[src/rtl/window_pan.sv]
// window_pan: pans an OUT_WIDTH x OUT_HEIGHT crop over an RGB888 stream, emits RGB565 with frame markers.
// Optional 2:1 decimating window when WIN_PAN_DECIM_EN is defined.
module window_pan #(
  parameter int IN_WIDTH   = 1936,
  parameter int IN_HEIGHT  = 1088,
  parameter int OUT_WIDTH  = 640,
  parameter int OUT_HEIGHT = 480,
  parameter int CNT_W      = 12
) (
  input  logic             clk,
  input  logic             rstn,
  input  logic             in_en,
  input  logic             in_sof,
  input  logic [23:0]      in_data,
  input  logic [CNT_W-1:0] cfg_x,
  input  logic [CNT_W-1:0] cfg_y,
  input  logic             err_clr,
  output logic             out_en,
  output logic [15:0]      out_data,
  output logic             out_sof,
  output logic             out_eol,
  output logic             out_eof,
  output logic             frame_err,
  output logic             err_sticky,
  output logic             busy
);
`ifdef WIN_PAN_DECIM_EN
  localparam int STEP = 2;
`else
  localparam int STEP = 1;
`endif
  localparam int SPAN_X = OUT_WIDTH * STEP;
  localparam int SPAN_Y = OUT_HEIGHT * STEP;
  localparam logic [CNT_W-1:0] MAX_X  = CNT_W'(IN_WIDTH - SPAN_X);
  localparam logic [CNT_W-1:0] MAX_Y  = CNT_W'(IN_HEIGHT - SPAN_Y);
  localparam logic [CNT_W-1:0] LAST_X = CNT_W'(IN_WIDTH - 1);
  localparam logic [CNT_W-1:0] LAST_Y = CNT_W'(IN_HEIGHT - 1);
  localparam logic [CNT_W-1:0] SPX    = CNT_W'(SPAN_X);
  localparam logic [CNT_W-1:0] SPY    = CNT_W'(SPAN_Y);
  localparam logic [CNT_W-1:0] EOL_X  = CNT_W'(SPAN_X - STEP);
  localparam logic [CNT_W-1:0] EOF_Y  = CNT_W'(SPAN_Y - STEP);

  typedef enum logic [1:0] {IDLE, ACTIVE, DONE} state_t;

  state_t           state_q, state_d;
  logic [CNT_W-1:0] h_q, h_d, v_q, v_d, ox_q, ox_d, oy_q, oy_d;
  logic [CNT_W-1:0] px, py, dx, dy;
  logic             long_q, long_d;
  logic             sof, take, hit, last_col, last, err;
  logic             en_q, en_d, sof_q, sof_d, eol_q, eol_d, eof_q, eof_d;
  logic             ferr_q, ferr_d, sticky_q, sticky_d;
  logic [15:0]      data_q, data_d;
  logic             unused_bits;

  assign unused_bits = ^{in_data[18:16], in_data[9:8], in_data[2:0]};

  // Pixel position, origin capture, window hit, frame tracking and error detection.
  always_comb begin
    sof      = in_en & in_sof;
    take     = in_en & (in_sof | (state_q == ACTIVE));
    px       = sof ? '0 : h_q;
    py       = sof ? '0 : v_q;
    ox_d     = sof ? ((cfg_x > MAX_X) ? MAX_X : cfg_x) : ox_q;
    oy_d     = sof ? ((cfg_y > MAX_Y) ? MAX_Y : cfg_y) : oy_q;
    dx       = px - ox_d;
    dy       = py - oy_d;
`ifdef WIN_PAN_DECIM_EN
    hit      = take && px >= ox_d && dx < SPX && py >= oy_d && dy < SPY && !dx[0] && !dy[0];
`else
    hit      = take && px >= ox_d && dx < SPX && py >= oy_d && dy < SPY;
`endif
    last_col = px == LAST_X;
    last     = last_col && py == LAST_Y;
    h_d      = take ? (last_col ? '0 : px + 1'b1) : h_q;
    v_d      = take ? (last_col ? (last ? '0 : py + 1'b1) : py) : v_q;
    state_d  = take ? (last ? DONE : ACTIVE) : state_q;
    long_d   = sof ? 1'b0 : ((state_q == DONE && in_en) ? 1'b1 : long_q);
    err      = (sof && state_q == ACTIVE) || (in_en && !in_sof && state_q == DONE && !long_q);
    en_d     = hit;
    data_d   = hit ? {in_data[23:19], in_data[15:10], in_data[7:3]} : data_q;
    sof_d    = hit && dx == '0 && dy == '0;
    eol_d    = hit && dx == EOL_X;
    eof_d    = hit && dx == EOL_X && dy == EOF_Y;
    ferr_d   = err;
    sticky_d = err | (sticky_q & ~err_clr);
  end

  // State, counters, shadow origin and registered outputs.
  always_ff @(posedge clk or negedge rstn) begin
    if (!rstn) begin
      state_q  <= IDLE;
      h_q      <= '0;
      v_q      <= '0;
      ox_q     <= '0;
      oy_q     <= '0;
      long_q   <= 1'b0;
      en_q     <= 1'b0;
      data_q   <= '0;
      sof_q    <= 1'b0;
      eol_q    <= 1'b0;
      eof_q    <= 1'b0;
      ferr_q   <= 1'b0;
      sticky_q <= 1'b0;
    end else begin
      state_q  <= state_d;
      h_q      <= h_d;
      v_q      <= v_d;
      ox_q     <= ox_d;
      oy_q     <= oy_d;
      long_q   <= long_d;
      en_q     <= en_d;
      data_q   <= data_d;
      sof_q    <= sof_d;
      eol_q    <= eol_d;
      eof_q    <= eof_d;
      ferr_q   <= ferr_d;
      sticky_q <= sticky_d;
    end
  end

  assign out_en     = en_q;
  assign out_data   = data_q;
  assign out_sof    = sof_q;
  assign out_eol    = eol_q;
  assign out_eof    = eof_q;
  assign frame_err  = ferr_q;
  assign err_sticky = sticky_q;
  assign busy       = state_q == ACTIVE;
endmodule

[config.mk]
export PLATFORM = sky130hd
export DESIGN_NAME = window_pan
export DESIGN_NICKNAME = d
export VERILOG_FILES = /design/src/rtl/window_pan.sv
export SDC_FILE = /design/constraint.sdc
export NUM_CORES = 1
export LEC_CHECK = 0
export BUFFER_PORTS_ARGS = -buffer_cell sky130_fd_sc_hd__buf_4
export CAP_MARGIN = 30
export CORE_UTILIZATION = 43
export CTS_BUF_LIST = sky130_fd_sc_hd__clkbuf_2 sky130_fd_sc_hd__clkbuf_4 sky130_fd_sc_hd__clkbuf_8
export CTS_CLUSTER_DIAMETER = 30
export CTS_CLUSTER_SIZE = 16
export DETAILED_ROUTE_END_ITERATION = 10
export GPL_TIMING_DRIVEN = 0
export PLACE_DENSITY = 0.63
export SYNTH_ARGS = -nofsm -noshare
export SYNTH_HDL_FRONTEND = slang
export SYNTH_SLANG_ARGS = --single-unit
[constraint.sdc]
create_clock -name clk -period 4.15 [get_ports clk]
set_clock_uncertainty 0.2 [all_clocks]
set_input_delay 0.415 -clock clk [delete_from_list [all_inputs] [get_ports clk]]
set_output_delay 0.415 -clock clk [all_outputs]
set_load 0.1 [all_outputs]
Yosys cells after proc, flatten, opt, wreduce, memory -nomap -nowiden
Cells that the tools add are included.
{"block": "op_classes", "eq_ne": 6, "reduce_logical": 20, "order_cmp": 6, "n_mul": 0, "muxes": 12, "n_bitwise": 6, "shift": 0, "add_sub_neg": 4, "div_mod_pow": 0}
{"operator": "two-way mux 12 bit", "n": 9}
{"operator": "adder 12 x 1 -> 12 bit (second input constant)", "n": 2}
{"operator": "== test 12 x 11 -> 1 bit (second input constant)", "n": 2}
{"operator": ">= comparator 12 bit", "n": 2}
{"operator": "zero test 12 bit", "n": 2}
{"operator": "subtractor 12 bit", "n": 2}
{"operator": "logical AND 1 bit", "n": 14}
{"operator": "== test 12 x 10 -> 1 bit (second input constant)", "n": 1}
{"operator": "== test 12 x 9 -> 1 bit (second input constant)", "n": 1}
{"operator": "> comparator 12 x 10 -> 1 bit (second input constant)", "n": 1}
{"operator": "> comparator 12 x 11 -> 1 bit (second input constant)", "n": 1}
{"operator": "< comparator 12 x 10 -> 1 bit (second input constant)", "n": 1}
{"operator": "< comparator 12 x 9 -> 1 bit (second input constant)", "n": 1}
{"operator": "bitwise AND 1 bit", "n": 3}
{"operator": "== test 2 x 1 -> 1 bit (second input constant)", "n": 1}
{"operator": "== test 2 bit (second input constant)", "n": 1}
{"operator": "zero test 1 bit", "n": 2}
{"operator": "two-way mux 1 bit", "n": 2}
{"operator": "two-way mux 2 bit", "n": 1}
{"operator": "OR 1 bit", "n": 2}
{"operator": "nonzero test 2 bit", "n": 1}
{"operator": "logical OR 1 bit", "n": 1}
{"operator": "NOT 1 bit", "n": 1}
{"block": "word_totals", "output_inout_bits": 23, "mem_bits_ro": 0, "reg_bits": 73, "word_cells": 67, "inputBits": 53, "latch_bits": 0, "mem_bits_rw": 0, "memories": 0}

Depth between registers and ports, before layout
Gate-level depths: netlist of the first run.
{"block": "depth", "word_depth": 10, "mapped_depth": 18, "ltp_nobuf": 16}

Least setup slack after synthesis of the first run
Ideal clock, no wire load.
{"block": "synth_timing", "kind": "in2reg", "from": "in cfg_y[0]", "to": "reg data_q[10], in the netlist out_data[10]", "setup_slack_ns": -0.657, "arrival_ns": 4.482, "path_buffers": 1, "path_stages": 17, "setup_ns": 0.125, "t_required_ns": 3.825, "path_cell_list": "nor3_1 nand2_1 a311o_1 a2111oi_1 a22o_1 ha_1 inv_1 fa_1 a21o_1 a221oi_2 o21ai_0 a21oi_1 xor2_1 and3_1 o211ai_4 buf_6 mux2_4"}
{"block": "synth_via", "elab_chain_len": 6, "word_cells_on_any_way": 8, "classes_between": "add/sub: 1; order compare: 3; mux: 2; reduce/logical: 2"}
{"item": "from (decl)", "line": "16", "source": "input logic [CNT_W-1:0] cfg_y,"}
{"item": "> comparator 12 x 10 -> 1 bit", "line": "64", "source": "oy_d = sof ? ((cfg_y > MAX_Y) ? MAX_Y : cfg_y) : oy_q;"}
{"item": "two-way mux 12 bit * (2 in a row)", "line": "64"}
{"item": "via oy_d[0]", "line": "46", "source": "logic [CNT_W-1:0] h_q, h_d, v_q, v_d, ox_q, ox_d, oy_q, oy_d;"}
{"item": "subtractor 12 bit / >= comparator 12 bit (equally long branches)", "line": "66, 70"}
{"item": "< comparator 12 x 9 -> 1 bit / logical AND 1 bit (equally long branches)", "line": "70", "source": "hit = take && px >= ox_d && dx < SPX && py >= oy_d && dy < SPY;"}
{"item": "logical AND 1 bit *", "line": "70"}
{"item": "to (signal assigned)", "line": "112", "source": "data_q <= data_d;"}
{"item": "to (decl)", "line": "52", "source": "logic [15:0] data_q, data_d;"}
Mark *: on every way through the listed nets, which the timed path passes. The rest lies on a longest branch.
A chain may end at the register's enable or synchronous reset.

Worst setup path in the final report of the first run
{"block": "layout_timing", "from": "in cfg_y[0]", "to": "reg data_q[11], in the netlist out_data[11]"}
Same word-level chain as after synthesis.

==> results of run 1 <==
-- metal layers --
metal,up-vias,track usage
li1,1980,-
met3,26,0.0563
met4,0,0.0905
met2,130,0.381
met5,-,0
met1,1958,0.296
-- cells in the mapped netlist (7+ instances only) --
library cell	count
ha_1	26
a21o_1	9
nand2_1	36
dfrtp_1	73
mux2_2	7
a21oi_1	21
a22oi_1	13
clkbuf_1	14
o22ai_1	9
and2_1	18
xnor2_1	15
xor2_1	8
inv_1	36
mux2_4	10
nor3_1	13
nand4_1	18
nor2_1	23
o21ai_0	26
and3_1	8
nand3_1	15
-- layout make-up --
class / count / area (um2) / share of cell area
plain buffers: 15 / 93.8 / 0.0159
multi-input cells: 355 / 2720 / 0.460
repair buffers: 98 / 783 / 0.132
clock inverters: 2 / 12.5 / 0.00212
flip-flops and latches: 73 / 1830 / 0.309
clock buffers: 13 / 173 / 0.0292
inverters: 36 / 135 / 0.0229
well taps: 136 / 170 / 0.0288
-- through the flow --
| stage | power (uW) | cell area, um2 | instances | util |
|---|---|---|---|---|
| final | 1830 | 5910 | 728 | 0.573 |
| after floorplan | 1060 | 4620 | 482 | - |
| after global placement | 1190 | 5290 | 685 | 0.512 |
| after global routing | 1920 | 5910 | 728 | 0.573 |
| after detailed placement | 1200 | 5290 | 686 | 0.513 |
| after CTS | 1810 | 5670 | 717 | 0.550 |
-- kinds of logic (layout without fill, tap and decap cells) --
group           count (synthesis)  after routing  synth area share
fa+ha+maj                      28             28            0.0797
flops                          73             73             0.398
simple gates                  161            161             0.188
compound gates                125            125             0.191
buf+inv                        54            164            0.0467
xor+xnor                       23             23            0.0439
mux                            18             18            0.0521
-- registers in the layout, summed over array words and instances, names as in the netlist --
name and cells:
out_sof 1, v_q 12, err_sticky 1, long_q 1, ox_q 12, frame_err 1
out_data 16, out_en 1, h_q 12, state_q 2, out_eol 1, out_eof 1
oy_q 12
-- power breakdown --
group	total [uW]	internal (uW)	switching, uW
Combinational	526	227	298
Clock	537	268	268
Sequential	764	744	20.0
-- what timing repair did --
item                                   in CTS  in global routing
setup endpoints to repair                  33                 23
gates cloned                                0                  1
setup buffers                              16                 11
endpoints found under the hold margin       0                 30
hold buffers                                0                  1
pin swaps                                  11                 24
resized for setup                          21                 22
-- worst max-delay path, stage by stage --
cell and delay [ps]:
buf_8 100, nor3_4 150, nand2_1 70, a311o_1 310
a2111oi_4 390, a22o_1 220, ha_2 190, inv_2 40
fa_2 340, a21o_1 210, a221oi_4 360, xnor2_2 140
nand2_2 110, nor3_4 50, nor4_4 380, o211ai_4 190
clkbuf_16 200, mux2_4 290
-- layout by cell type (no fill, tap or decap), types with 3 or more instances in the layout --
| master | n |
|---|---|
| o31ai_1 | 3 |
| nand3_1 | 15 |
| or3_1 | 4 |
| o21a_1 | 5 |
| buf_4 | 92 |
| o21ai_1 | 4 |
| xor2_1 | 6 |
| ha_1 | 24 |
| mux2_4 | 10 |
| nor3_1 | 10 |
| a22o_1 | 3 |
| clkbuf_4 | 5 |
| a21oi_1 | 19 |
| and2_1 | 17 |
| inv_1 | 35 |
| a31oi_1 | 5 |
| a21oi_2 | 3 |
| a211oi_1 | 3 |
| or2_2 | 4 |
| nand4_1 | 18 |
| a21o_1 | 9 |
| o21ai_0 | 24 |
| a22oi_1 | 11 |
| clkbuf_1 | 6 |
| nor2b_1 | 4 |
| and3_1 | 7 |
| nor2_1 | 23 |
| clkbuf_8 | 12 |
| xnor2_1 | 13 |
| dfrtp_1 | 73 |
| mux2_2 | 7 |
| nand2_1 | 34 |
| o22ai_1 | 8 |
-- worst max-delay path by stage --
stage          startpoint            to  slack (ps)  depth (start not counted)
2_1_floorplan    cfg_y[0]  out_data[10]         -30                         17
3_3_place_gp        in_en  out_data[10]       -1140                         16
3_5_place_dp        in_en   out_data[6]       -1220                         16
4_1_cts          cfg_y[0]   out_data[4]         0.2                         18
5_1_grt          cfg_y[0]  out_data[11]        -110                         18
6_report         cfg_y[0]  out_data[11]          40                         18
==> flow_summary.toml, run 1 <==
[synthesis]
synth_top_area_frac = 0.398
ys_ff_latch = 73
synth-main-ff-cell = "dfrtp_1"
synth-seq-area-share = 0.398
syn_area_um2 = 4590
syn_avg_cell_area_um2 = 9.51
syn_nets = 563
synth_top_area_cell = "dfrtp_1"
synthArstFlopShare = 1.00
postSynthCellCount = 482
synth_edf_count = 0
yosysUniqueCellTypes = 64
yosysWarnings = 0
synth_area_leaders = "dfrtp_1, ha_1, mux2_4"

[critical_path]
end_kind = "register"
critical_path_class = "primary input to register"
start_kind = "primary input"
r2r_start = "h_q[0]"
reg2reg_depth = 13
crit_arrival_ps = 4160
r2r-end = "out_data[4]"
worst-path-max-fanout = 5
rrSetupSlack_ps = 610
required_ps = 4200

[layout]
n_antenna_cell = 0
fillers = 939
syn2layout_area_growth_pct = 28.9
final_nets = 669
drive_above_1_share = 0.301

[global_route]
antenna_found_initial = 0
overflow = 0
grt_max_degree = 74
grt_pass1_wl_mm = 19.9
grt_pass1_vias = 4041
track_usage = 0.233

[run_status]
status = "finished, final reports clean"

[clock_network]
htreeDepth = 3
cts_sinks = 73
cts_made_buffers = 9
cts.clk_slew.worst_paths_ps = 70
tritoncts = "built"
cts_root_buf = "clkbuf_8"
clk_latency_ps = 380
ctsLongestPathBuffers = 2

[sta]
drv_slew = 0
timing.hold.ws_ps = 73.0
report.final.hold_viol_count = 0
fin_ws_ps = 41.0
setup_viol = 0
setup_tns_ps = 0
rsz0062_at_grt = "yes"
worst_pin_slew_ps = 758
finalCritPeriodShare = 0.990
slew_headroom = 0.489
min_period_ps = 4110
fmax_mhz = 243

[hold_path]
hold_depth = 2
worst_hold_path_type = "primary input to register"
min_from = "in_data[4]"
hold_end = "out_data[1]"

[route]
drt_iter0_drc = 184
num_vias = 4094
drcViolationCount = 0
top_layer = "met4"
met2_length_mm = 5.96
first_pass_iters = 5
wl_per_cell_um = 16.8
route.met3.wl_um = 633
drt-met1-wl_mm = 5.34
wirelength_mm = 12.2
vias_per_cell = 5.62
antenna_left = 0

[floorplanning]
io_pins = 76
die_area_um2 = 11100
num_rows = 37
start_util = 0.444
design.core.area_um2 = 10300
chipHeight_um = 105
dieWidth_um = 105

[placed_design]
hpwl_mm = 8.60
gp_congestion = 0.849
pre_cts_ws_ps = -1220
io_buffers = 67

[run]
drv_cap = 0

[power_and_ir_drop]
powerDensity_nw_per_um2 = 309
leakagePower_uw = 0.00291
ir_drop_v = 0.000202
(Power assumes the default switching activity.)
==> inputs of run 2 (changes only) <==
PLACE_DENSITY = unset   (was 0.63)
PLACE_DENSITY_LB_ADDON = 0.1   (was unset)
==> flow_summary.toml, run 2 (synthesis results as in run 1) <==
[run_status]
status = "finished, violations left"
violations = "negative setup slack"

[critical_path]
crit_arrival_ps = 4200
end_kind = "register"
required_ps = 4200
reg2reg_depth = 12
worst-path-max-fanout = 5
start_kind = "primary input"
critical_path_class = "primary input to register"

[layout]
finalNonFillerCells = 739
final_common_cell = "buf_4"
n_antenna_cell = 0
final_cell_mix = "buf_4, dfrtp_1, inv_1, nand2_1, o21ai_0"
drive_above_1_share = 0.320
final_nets = 679
fillers = 915
largest_reg_flops = 16
syn2layout_area_growth_pct = 32.8

[sta]
setup_viol = 1
finalCritPeriodShare = 1.00
fmax_mhz = 241
worst_pin_slew_ps = 637
timing.hold.ws_ps = 80.9
min_period_ps = 4150
slew_headroom = 0.571
setup_tns_ps = -0.488
report.final.hold_viol_count = 0
fin_ws_ps = -0.488
rsz0062_at_grt = "yes"
drv_slew = 0

[floorplanning]
die_area_um2 = 11100
start_util = 0.444
design.core.area_um2 = 10300
chipHeight_um = 105
num_rows = 37
io_pins = 76
dieWidth_um = 105

[clock_network]
cts_made_buffers = 9
htreeDepth = 3
ctsLongestPathBuffers = 2
cts_sinks = 73
cts_root_buf = "clkbuf_8"
cts.clk_slew.worst_paths_ps = 80
tritoncts = "built"
clk_latency_ps = 370

[route]
wirelength_mm = 12.4
drt_iter0_drc = 195
vias_per_cell = 5.57
num_vias = 4116
wl_per_cell_um = 16.8
first_pass_iters = 5
drcViolationCount = 0
antenna_left = 0

[power_and_ir_drop]
pwr-share-clk = 0.335
leakagePower_uw = 0.00299
swShare = 0.314
ir_drop_v = 0.000137
power.net_switching_uw = 594
seqPwrFrac = 0.403
comb_power_share = 0.263
internal-power_uw = 1300
powerDensity_nw_per_um2 = 311
finalPower_uw = 1890

[hold_path]
worst_hold_path_type = "primary input to register"
hold_depth = 2

[global_route]
grt_pass1_vias = 4084
overflow = 0
track_usage = 0.233
grt_max_degree = 74
grt_pass1_wl_mm = 19.9
antenna_found_initial = 0

[placed_design]
gp_congestion = 0.825
hpwl_mm = 8.68
io_buffers = 67
place_inst = 686

[run]
drv_cap = 0
## run 2: cell types whose count changed in the layout (fill, tap and decap cells not counted), sizes merged
cell	previous run	this run
buf	100	111
bufinv	0	2
clkbuf	25	21
clkinv	1	2
inv	36	37
## run 2: path summary, 6_finish.rpt
kind | startpoint | to | slack, ps
max | cfg_y[0] | out_data[13] | -0.5
min | in_data[20] | out_data[12] | 80
max reg2reg | h_q[4] | out_data[13] | 660
min reg2reg | oy_q[10] | oy_q[10] | 270
max in group asynchronous | rstn | out_eol | 3010
min in group asynchronous | rstn | out_data[15] | 180
## run 2: final cells by class
| cell class | instances | area, um2 | share of cell area |
|---|---|---|---|
| Timing Repair Buffer | 108 | 877 | 0.144 |
| Tap cell | 136 | 170 | 0.0279 |
| Clock inverter | 6 | 90.1 | 0.0148 |
| Clock buffer | 10 | 131 | 0.0216 |
| Multi-Input combinational cell | 355 | 2750 | 0.452 |
| Sequential cell | 73 | 1830 | 0.300 |
| Buffer | 15 | 106 | 0.0175 |
| Inverter | 36 | 135 | 0.0222 |
## run 2: metal layers
metal | vias up | GRT usage | routed length, um
met5 | - | 0 | 0
li1 | 1995 | - | -
met4 | 0 | 0.102 | 317
met3 | 21 | 0.0359 | 560
met1 | 1983 | 0.286 | 5410
met2 | 117 | 0.404 | 6150
## run 2: metrics by stage
stage               utilization  setup WS (ps)  cell area, um2
floorplan                     -          -33.4            4620
global placement          0.512          -1230            5290
detailed placement        0.513          -1270            5290
CTS                       0.571         -0.210            5900
global route              0.590           -169            6090
finish                    0.590         -0.488            6090
## run 2: power groups by stage
stage	sequential, uW	combinational (uW)	clock, uW
4_1_cts	763	470	644
5_1_grt	768	543	674
3_5_place_dp	776	419	0
2_1_floorplan	793	270	0
3_3_place_gp	776	415	0
6_report	763	497	634
## run 2: repair_timing
item | CTS | global route
pin swaps | 10 | 11
resized for setup | 42 | 18
hold endpoints to repair | 0 | 73
setup endpoints to repair | 33 | 22
setup buffers | 27 | 10
gates cloned | 1 | 0
hold buffers | 0 | 1
## run 2: worst max-delay path, stage by stage
cell	delay [ps]
buf_6	100
nor3_4	160
nand2_1	90
a311o_1	320
a2111oi_4	420
a22o_1	220
ha_2	190
inv_2	40
fa_2	340
a21o_1	210
a221oi_4	340
o21ai_2	110
a21oi_2	170
xor2_2	210
and3_4	220
o211ai_4	140
clkbuf_16	210
mux2_4	290
